<file path="src/rtl/data_memory_arbiter_if.sv">
// Bundle of the two requester ports, their response channels and the data-memory RAM bus.
// The arbiter takes the slave side; requesters plus the RAM sit on the master side.
interface data_memory_arbiter_if;
    logic        req0_valid;
    logic        req0_ready;
    logic        req0_write;
    logic [2:0]  req0_format;
    logic [31:0] req0_address;
    logic [31:0] req0_wdata;
    logic        rsp0_valid;
    logic [31:0] rsp0_rdata;
    logic        rsp0_error;

    logic        req1_valid;
    logic        req1_ready;
    logic        req1_write;
    logic [2:0]  req1_format;
    logic [31:0] req1_address;
    logic [31:0] req1_wdata;
    logic        rsp1_valid;
    logic [31:0] rsp1_rdata;
    logic        rsp1_error;

    logic [14:0] mem_address;
    logic [3:0]  mem_byteena;
    logic [31:0] mem_data;
    logic        mem_wren;
    logic [31:0] mem_q;

    modport slave (
        input  req0_valid, req0_write, req0_format, req0_address, req0_wdata,
        output req0_ready, rsp0_valid, rsp0_rdata, rsp0_error,
        input  req1_valid, req1_write, req1_format, req1_address, req1_wdata,
        output req1_ready, rsp1_valid, rsp1_rdata, rsp1_error,
        output mem_address, mem_byteena, mem_data, mem_wren,
        input  mem_q
    );

    modport master (
        output req0_valid, req0_write, req0_format, req0_address, req0_wdata,
        input  req0_ready, rsp0_valid, rsp0_rdata, rsp0_error,
        output req1_valid, req1_write, req1_format, req1_address, req1_wdata,
        input  req1_ready, rsp1_valid, rsp1_rdata, rsp1_error,
        input  mem_address, mem_byteena, mem_data, mem_wren,
        output mem_q
    );
endinterface

</file>
<file path="src/rtl/data_memory_arbiter.sv">
// Round-robin arbiter sharing the single-port data RAM between the load/store unit (port 0)
// and the debug/DMA loader (port 1); checks requests, lane-shifts stores, aligns/extends loads.
module data_memory_arbiter #(
    parameter logic [31:0] DATA_BEGIN = 32'h0001_0000,
    parameter logic [31:0] DATA_END   = 32'h0001_FFFF
) (
    input  logic                 clock,
    input  logic                 reset,
    data_memory_arbiter_if.slave bus
);
    typedef enum logic {IDLE, RESP} state_t;

    localparam logic [14:0] BASE_WORD = DATA_BEGIN[16:2];

    state_t state, state_next;
    logic   last_grant;

    logic        grant_vld_p0;
    logic        grant_port_p0;
    logic        sel_write_p0;
    logic [2:0]  sel_format_p0;
    logic [31:0] sel_address_p0;
    logic [31:0] sel_wdata_p0;
    logic        in_range_p0;
    logic        aligned_p0;
    logic        legal_p0;

    logic        vld_p1;
    logic        rsp_port_p1;
    logic        rsp_load_p1;
    logic        rsp_err_p1;
    logic [1:0]  rsp_offset_p1;
    logic [2:0]  rsp_format_p1;
    logic [31:0] rsp_rdata_p1;

    function automatic logic [3:0] lane_mask(input logic [1:0] size, input logic [1:0] offset);
        logic [3:0] base;
        case (size)
            2'b00:   base = 4'b0001;
            2'b01:   base = 4'b0011;
            default: base = 4'b1111;
        endcase
        return base << offset;
    endfunction

    function automatic logic [31:0] extend_load(input logic [31:0] q, input logic [1:0] offset,
                                                input logic [2:0] format);
        logic [31:0] shifted;
        logic [31:0] result;
        shifted = q >> {offset, 3'b000};
        case (format[1:0])
            2'b00:   result = format[2] ? {24'd0, shifted[7:0]}  : {{24{shifted[7]}}, shifted[7:0]};
            2'b01:   result = format[2] ? {16'd0, shifted[15:0]} : {{16{shifted[15]}}, shifted[15:0]};
            default: result = shifted;
        endcase
        return result;
    endfunction

    // ---- stage p0: grant, request select and checks (combinational) ----
    always_comb begin
        grant_vld_p0  = 1'b0;
        grant_port_p0 = 1'b0;
        if (!reset) begin
            if (bus.req0_valid && bus.req1_valid) begin
                grant_vld_p0  = 1'b1;
                grant_port_p0 = ~last_grant;
            end else if (bus.req0_valid) begin
                grant_vld_p0  = 1'b1;
                grant_port_p0 = 1'b0;
            end else if (bus.req1_valid) begin
                grant_vld_p0  = 1'b1;
                grant_port_p0 = 1'b1;
            end
        end
    end

    assign bus.req0_ready = grant_vld_p0 && !grant_port_p0;
    assign bus.req1_ready = grant_vld_p0 &&  grant_port_p0;

    assign sel_write_p0   = grant_port_p0 ? bus.req1_write   : bus.req0_write;
    assign sel_format_p0  = grant_port_p0 ? bus.req1_format  : bus.req0_format;
    assign sel_address_p0 = grant_port_p0 ? bus.req1_address : bus.req0_address;
    assign sel_wdata_p0   = grant_port_p0 ? bus.req1_wdata   : bus.req0_wdata;

    assign in_range_p0 = (sel_address_p0 >= DATA_BEGIN) && (sel_address_p0 <= DATA_END);

    always_comb begin
        case (sel_format_p0[1:0])
            2'b01:   aligned_p0 = (sel_address_p0[0] == 1'b0);
            2'b10:   aligned_p0 = (sel_address_p0[1:0] == 2'b00);
            default: aligned_p0 = 1'b1;
        endcase
    end

    assign legal_p0 = in_range_p0 && aligned_p0 && (sel_format_p0[1:0] != 2'b11);

    assign bus.mem_address = sel_address_p0[16:2] - BASE_WORD;
    assign bus.mem_data    = sel_wdata_p0 << {sel_address_p0[1:0], 3'b000};
    assign bus.mem_wren    = grant_vld_p0 && legal_p0 && sel_write_p0;
    assign bus.mem_byteena = bus.mem_wren ? lane_mask(sel_format_p0[1:0], sel_address_p0[1:0])
                                          : 4'b0000;

    // ---- stage p0 -> p1: response bookkeeping captured on handshake ----
    always_ff @(posedge clock or posedge reset) begin
        if (reset) begin
            last_grant  <= 1'b1;
            rsp_port_p1 <= 1'b0;
            rsp_load_p1 <= 1'b0;
            rsp_err_p1  <= 1'b0;
        end else if (grant_vld_p0) begin
            last_grant  <= grant_port_p0;
            rsp_port_p1 <= grant_port_p0;
            rsp_load_p1 <= ~sel_write_p0;
            rsp_err_p1  <= ~legal_p0;
        end
    end

    // Lane offset and format are pure datapath; only meaningful while vld_p1 is set.
    always_ff @(posedge clock) begin
        if (grant_vld_p0) begin
            rsp_offset_p1 <= sel_address_p0[1:0];
            rsp_format_p1 <= sel_format_p0;
        end
    end

    always_ff @(posedge clock or posedge reset) begin
        if (reset) state <= IDLE;
        else       state <= state_next;
    end

    always_comb begin
        state_next = IDLE;
        case (state)
            IDLE:    state_next = grant_vld_p0 ? RESP : IDLE;
            RESP:    state_next = grant_vld_p0 ? RESP : IDLE;
            default: state_next = IDLE;
        endcase
    end

    // ---- stage p1: response pulse, RAM data aligned and extended ----
    assign vld_p1 = (state == RESP);

    always_comb begin
        rsp_rdata_p1 = 32'd0;
        if (vld_p1 && rsp_load_p1 && !rsp_err_p1)
            rsp_rdata_p1 = extend_load(bus.mem_q, rsp_offset_p1, rsp_format_p1);
    end

    always_comb begin
        bus.rsp0_valid = 1'b0;
        bus.rsp0_rdata = 32'd0;
        bus.rsp0_error = 1'b0;
        bus.rsp1_valid = 1'b0;
        bus.rsp1_rdata = 32'd0;
        bus.rsp1_error = 1'b0;
        if (vld_p1) begin
            if (rsp_port_p1) begin
                bus.rsp1_valid = 1'b1;
                bus.rsp1_rdata = rsp_rdata_p1;
                bus.rsp1_error = rsp_err_p1;
            end else begin
                bus.rsp0_valid = 1'b1;
                bus.rsp0_rdata = rsp_rdata_p1;
                bus.rsp0_error = rsp_err_p1;
            end
        end
    end
endmodule

</file>
<file path="src/flat_wrapper.sv">
// flat-port wrapper written by rule: the top's interface ports become plain ports
module data_memory_arbiter_flat 
#(
    parameter logic [31:0] DATA_BEGIN = 32'h0001_0000,
    parameter logic [31:0] DATA_END   = 32'h0001_FFFF
)
  (clock, reset, bus_req0_valid, bus_req0_write, bus_req0_format, bus_req0_address, bus_req0_wdata, bus_req0_ready, bus_rsp0_valid, bus_rsp0_rdata, bus_rsp0_error, bus_req1_valid, bus_req1_write, bus_req1_format, bus_req1_address, bus_req1_wdata, bus_req1_ready, bus_rsp1_valid, bus_rsp1_rdata, bus_rsp1_error, bus_mem_address, bus_mem_byteena, bus_mem_data, bus_mem_wren, bus_mem_q);
  data_memory_arbiter_if bus_i ();
  input  logic clock;
  input  logic reset;
  input wire logic [$bits(bus_i.req0_valid)-1:0] bus_req0_valid;
  input wire logic [$bits(bus_i.req0_write)-1:0] bus_req0_write;
  input wire logic [$bits(bus_i.req0_format)-1:0] bus_req0_format;
  input wire logic [$bits(bus_i.req0_address)-1:0] bus_req0_address;
  input wire logic [$bits(bus_i.req0_wdata)-1:0] bus_req0_wdata;
  output wire logic [$bits(bus_i.req0_ready)-1:0] bus_req0_ready;
  output wire logic [$bits(bus_i.rsp0_valid)-1:0] bus_rsp0_valid;
  output wire logic [$bits(bus_i.rsp0_rdata)-1:0] bus_rsp0_rdata;
  output wire logic [$bits(bus_i.rsp0_error)-1:0] bus_rsp0_error;
  input wire logic [$bits(bus_i.req1_valid)-1:0] bus_req1_valid;
  input wire logic [$bits(bus_i.req1_write)-1:0] bus_req1_write;
  input wire logic [$bits(bus_i.req1_format)-1:0] bus_req1_format;
  input wire logic [$bits(bus_i.req1_address)-1:0] bus_req1_address;
  input wire logic [$bits(bus_i.req1_wdata)-1:0] bus_req1_wdata;
  output wire logic [$bits(bus_i.req1_ready)-1:0] bus_req1_ready;
  output wire logic [$bits(bus_i.rsp1_valid)-1:0] bus_rsp1_valid;
  output wire logic [$bits(bus_i.rsp1_rdata)-1:0] bus_rsp1_rdata;
  output wire logic [$bits(bus_i.rsp1_error)-1:0] bus_rsp1_error;
  output wire logic [$bits(bus_i.mem_address)-1:0] bus_mem_address;
  output wire logic [$bits(bus_i.mem_byteena)-1:0] bus_mem_byteena;
  output wire logic [$bits(bus_i.mem_data)-1:0] bus_mem_data;
  output wire logic [$bits(bus_i.mem_wren)-1:0] bus_mem_wren;
  input wire logic [$bits(bus_i.mem_q)-1:0] bus_mem_q;
  assign bus_i.req0_valid = bus_req0_valid;
  assign bus_i.req0_write = bus_req0_write;
  assign bus_i.req0_format = bus_req0_format;
  assign bus_i.req0_address = bus_req0_address;
  assign bus_i.req0_wdata = bus_req0_wdata;
  assign bus_req0_ready = bus_i.req0_ready;
  assign bus_rsp0_valid = bus_i.rsp0_valid;
  assign bus_rsp0_rdata = bus_i.rsp0_rdata;
  assign bus_rsp0_error = bus_i.rsp0_error;
  assign bus_i.req1_valid = bus_req1_valid;
  assign bus_i.req1_write = bus_req1_write;
  assign bus_i.req1_format = bus_req1_format;
  assign bus_i.req1_address = bus_req1_address;
  assign bus_i.req1_wdata = bus_req1_wdata;
  assign bus_req1_ready = bus_i.req1_ready;
  assign bus_rsp1_valid = bus_i.rsp1_valid;
  assign bus_rsp1_rdata = bus_i.rsp1_rdata;
  assign bus_rsp1_error = bus_i.rsp1_error;
  assign bus_mem_address = bus_i.mem_address;
  assign bus_mem_byteena = bus_i.mem_byteena;
  assign bus_mem_data = bus_i.mem_data;
  assign bus_mem_wren = bus_i.mem_wren;
  assign bus_i.mem_q = bus_mem_q;
  data_memory_arbiter #(.DATA_BEGIN(DATA_BEGIN), .DATA_END(DATA_END)) u_core (.clock(clock), .reset(reset), .bus(bus_i));
endmodule
</file>
<file path="config.mk">
export PLATFORM = sky130hd
export DESIGN_NAME = data_memory_arbiter_flat
export DESIGN_NICKNAME = d
export VERILOG_FILES = /design/src/rtl/data_memory_arbiter_if.sv /design/src/rtl/data_memory_arbiter.sv /design/src/flat_wrapper.sv
export SDC_FILE = /design/constraint.sdc
export NUM_CORES = 1
export LEC_CHECK = 0
export ABC_AREA = 1
export CORE_AREA = 5 5 110 112
export CTS_BUF_LIST = sky130_fd_sc_hd__clkbuf_16
export CTS_CLUSTER_SIZE = 40
export DETAILED_ROUTE_END_ITERATION = 10
export DIE_AREA = 0 0 115 117
export DONT_BUFFER_PORTS = 1
export HOLD_SLACK_MARGIN = 0.15
export PLACE_DENSITY = 0.51
export RECOVER_POWER = 100
export SKIP_LAST_GASP = 1
export SYNTH_ARGS = -nofsm -noshare
export SYNTH_HDL_FRONTEND = slang
export SYNTH_SLANG_ARGS = --single-unit
</file>
<file path="constraint.sdc">
create_clock -name clock -period 3.8 [get_ports clock]
set_clock_uncertainty 0.2 [all_clocks]
set_input_delay 0.76 -clock clock [delete_from_list [all_inputs] [get_ports clock]]
set_output_delay 0.76 -clock clock [all_outputs]
set_load 0.03 [all_outputs]
</file>
==> results by group <==
Pwr
  • Maximum VDD drop: between 0.0001 and 0.00015 V
  • Power density relative to cell area: about 230 nW/um2
  • Static Leakage: roughly 1.8 nW

Placed design
  • Minimum setup slack after placement: 0.154 ns
  • Final weighted congestion in routability-driven placement: 0.959
  • Number of buffer cells added on primary ports: 0
  • HPWL reported at the end of detailed placement: 10800 um

Route
  • Detailed-route via count: a little under 4000
  • Routed via count divided by cell count: 4.93
  • Post-detailed-routing wire length: around 13000 um
  • Number of design-rule violations left by the first detailed-router iteration: 314
  • Final antenna-violating net count: 0
  • Final routed DRC violation total: 0
  • First-pass detailed-route iteration total: 5
  • DR WL/cell: ~16 um

Min path
  • Class of the tightest hold or removal check: reg2reg
  • Worst hold start: u_core.last_grant
  • Endpoint of the worst hold path: u_core.last_grant
  • Hold Path Depth: 2

Clocking
  • Number of setup buffers added after CTS: 0
  • Number of levels in the clock H-tree: 1
  • Total CTS buffers: 3
  • Max Buffers Root-to-Sink: 2
  • CTS tree: built
  • Clock transition at the registers of the reported paths: about 0.04 ns
  • Cell at the root of the clock tree: clkbuf_16
  • Clock network latency to the later pin of the worst-skew pair: roughly 0.23 ns
  • Number of clock sinks seen by CTS: 10

Timing
  • Final Max Slew Viols: 0
  • Final min period: around 3.6 ns
  • Tcrit/Tclk final: a little over nine tenths
  • Setup repair after global routing missed its margin: false
  • Slew at the pin closest to its max-slew limit: around 1.4 ns
  • Worst slew slack as a fraction of its limit: under 10%
  • Final critical-path setup slack: around 0.15 ns
  • Post-Route Setup TNS: 0 ns
  • Final Hold Fails: 0
  • Final count of negative-setup-slack endpoints: 0
  • Upper clock frequency limit: between 200 and 300 MHz

GRT
  • Via count of the first global-routing pass: between 3000 and 4000
  • Pin count of the biggest net entering global routing: 56
  • Remaining global-route overflow: 0
  • Global-route wire length before repair: 18700 um
  • Total Routing Usage GR: between 10% and 20%
  • Antenna violations before repair: 1

Worst setup path
  • Worst flop-to-flop path startpoint: u_core.last_grant
  • Biggest fanout along the worst timing path: 25
  • Slack of the worst reg-to-reg path: 1.40 ns
  • Master of the slowest instance on the critical path: clkbuf_2
  • Worst setup path class: in2out
  • Req. time, crit path: 2.84 ns
  • Delay of the slowest cell on the worst path: roughly 0.43 ns
  • Cells traversed along the worst timing path: inv_1, nand3_1, buf_4, o21ai_2, clkbuf_2, o21ai_0, nor2_1, clkbuf_1
  • Number of buffers and inverters on the critical path: 4
  • Signal arrival time at the worst endpoint: 2.69 ns
  • Register-to-Register Path Depth: 13
  • Nature of the critical path endpoint: output port
  • Worst path top cell family by delay: buffers and inverters
  • Reg2reg end: u_core.rsp_err_p1
  • Kind of start point of the critical path: primary input

Synthesis
  • Syn Inst Count: between 600 and 700
  • Syn Area/Cell: between 4 and 5 um2
  • Yosys top cell by area: nand2_1
  • Combined area of all synthesized cells: between 3000 and 4000 um2
  • Number of distinct library cell variants in the gate-level netlist after synthesis: 30
  • Count of synthesis-stage warnings from yosys: 0
  • Net count after synthesis: about 800
  • Leading cell types by total area after synthesis: nand2_1 (25%), nor2_1 (16%), nand3_1 (10%)
  • Total of flip-flops plus latches after synthesis: 10
  • Sequential share of the synthesized area: around 9%
  • Portion of synthesized cell area occupied by the leading cell type: about a quarter

Finish
  • Layout cell share with drive strength beyond 1: between 15 and 20%
  • Leading cell type in the layout, fill and taps excluded: nand2_1
  • Most used cells in the layout excluding fill and tap cells: nand2_1 (204), nor2_1 (127), nand3_1 (63)
  • Signed area change from the synthesized netlist to the final layout: 17.1%
  • Post-layout net count: 840

Die
  • Area of the core: 11100 um2
  • Initial core utilization: between 20% and 30%
  • Die Y-Extent: approximately 120 um
  • Overall die width: 115 um
  • Die area: approximately 13000 um2
  • Number of top-level pins: slightly below 300
  • Count of standard-cell rows: 39

Job
  • Max-cap violation count: 0

Outcome
  • Result of the run: complete, no violations
[how the worst max path moves through the flow]
stage / depth (start not counted) / end / slack (ns) / from
CTS: 14 / bus_mem_byteena[0] / 0.14 / u_core.last_grant
floorplan: 15 / bus_mem_byteena[0] / 0.06 / reset
global placement: 14 / bus_mem_byteena[0] / 0.22 / bus_req0_valid
detailed placement: 14 / bus_mem_byteena[0] / 0.15 / bus_req0_valid
finish: 8 / bus_mem_data[14] / 0.15 / reset
global route: 14 / bus_mem_byteena[0] / 0.002 / u_core.last_grant
[through the flow]
step | util, % | hold WS (ns) | cells | area [um2] | power (W)
after floorplan | - | 0.244 | 618 | 3130 | 0.000568
after global routing | 32.4 | 0.305 | 806 | 3610 | 0.000910
after CTS | 33.9 | 0.197 | 805 | 3770 | 0.000875
after global placement | 33.2 | 0.259 | 801 | 3700 | 0.000685
after detailed placement | 33.2 | 0.259 | 801 | 3700 | 0.000684
final | 32.4 | 0.262 | 806 | 3610 | 0.000842
[cells by family (layout without fill, tap and decap cells)]
family	Yosys count	count (layout)	share of synthesized area (%)
DFF	10	10	8.98
other	0	1	0
and+or+nand+nor	426	426	57.5
muxes	7	7	2.28
adders and majority gates	5	5	2.03
AOI/OAI and AO/OA	80	80	13.6
buffers and inverters	90	134	15.6
[Yosys cell counts]
| cell type | count |
|---|---|
| o21ai_1 | 17 |
| nor2_2 | 1 |
| or2_1 | 7 |
| or2_2 | 10 |
| or2_0 | 1 |
| mux2i_1 | 7 |
| nand3_2 | 3 |
| nor3b_1 | 1 |
| edfxtp_1 | 5 |
| buf_1 | 1 |
| clkbuf_1 | 16 |
| nand2_1 | 203 |
| buf_4 | 18 |
| dfrtp_1 | 4 |
| buf_2 | 13 |
| nor3_1 | 1 |
| o211ai_1 | 1 |
| o21ai_0 | 55 |
| nand3_1 | 62 |
| inv_1 | 26 |
| nand2_2 | 3 |
| nand2_4 | 2 |
| buf_6 | 8 |
| clkinv_1 | 1 |
| inv_2 | 7 |
| nor2_1 | 132 |
| dfstp_2 | 1 |
| o21ai_2 | 4 |
| a21oi_1 | 3 |
| ha_1 | 5 |
[worst reg2reg max path, delay by kind of cell, from the launching register on]
family / cells / cell delay, ns
adders and majority gates: 1 / 0.20
DFF: 1 / 0.52
AOI/OAI and AO/OA: 2 / 0.18
and+or+nand+nor: 8 / 1.03
buffers and inverters: 2 / 0.16
[power by group]
group / internal (W) / switching, W / leakage, nW
Sequential: 0.000126 / 0.00000872 / 0.104
Clock: 0.000138 / 0.0000477 / 0.0423
Combinational: 0.000136 / 0.000385 / 1.70
Total: 0.000400 / 0.000442 / 1.85
[layout make-up]
class	count	area, um2
Fill cell	1319	7520
Multi-Input combinational cell	518	2370
Timing Repair Buffer	96	572
Sequential cell	10	277
Tap cell	143	179
Inverter	34	128
Clock buffer	3	75.1
Clock inverter	1	3.75
Antenna cell	1	2.50
[repair_timing]
item | CTS | global route
setup endpoints to repair | 0 | 4
hold buffers | 0 | 0
gates resized for setup | 0 | 1
[per-layer routing]
layer | part of all wire (%) | track usage, % | routed length (um)
met1 | 38 | 20.6 | 4940
met4 | 1.2 | 4.77 | 156
met3 | 11 | 4.16 | 1420
met2 | 50 | 30.9 | 6460
met5 | 0 | 0 | 0
[sequential cells by signal, indices dropped and copies added, names as in the netlist]
signal	flops
u_core.rsp_format_p1	3
u_core.last_grant	1
u_core.rsp_err_p1	1
u_core.rsp_port_p1	1
u_core.rsp_offset_p1	2
u_core.rsp_load_p1	1
u_core.state	1
Power figures use the tool's default switching activity.
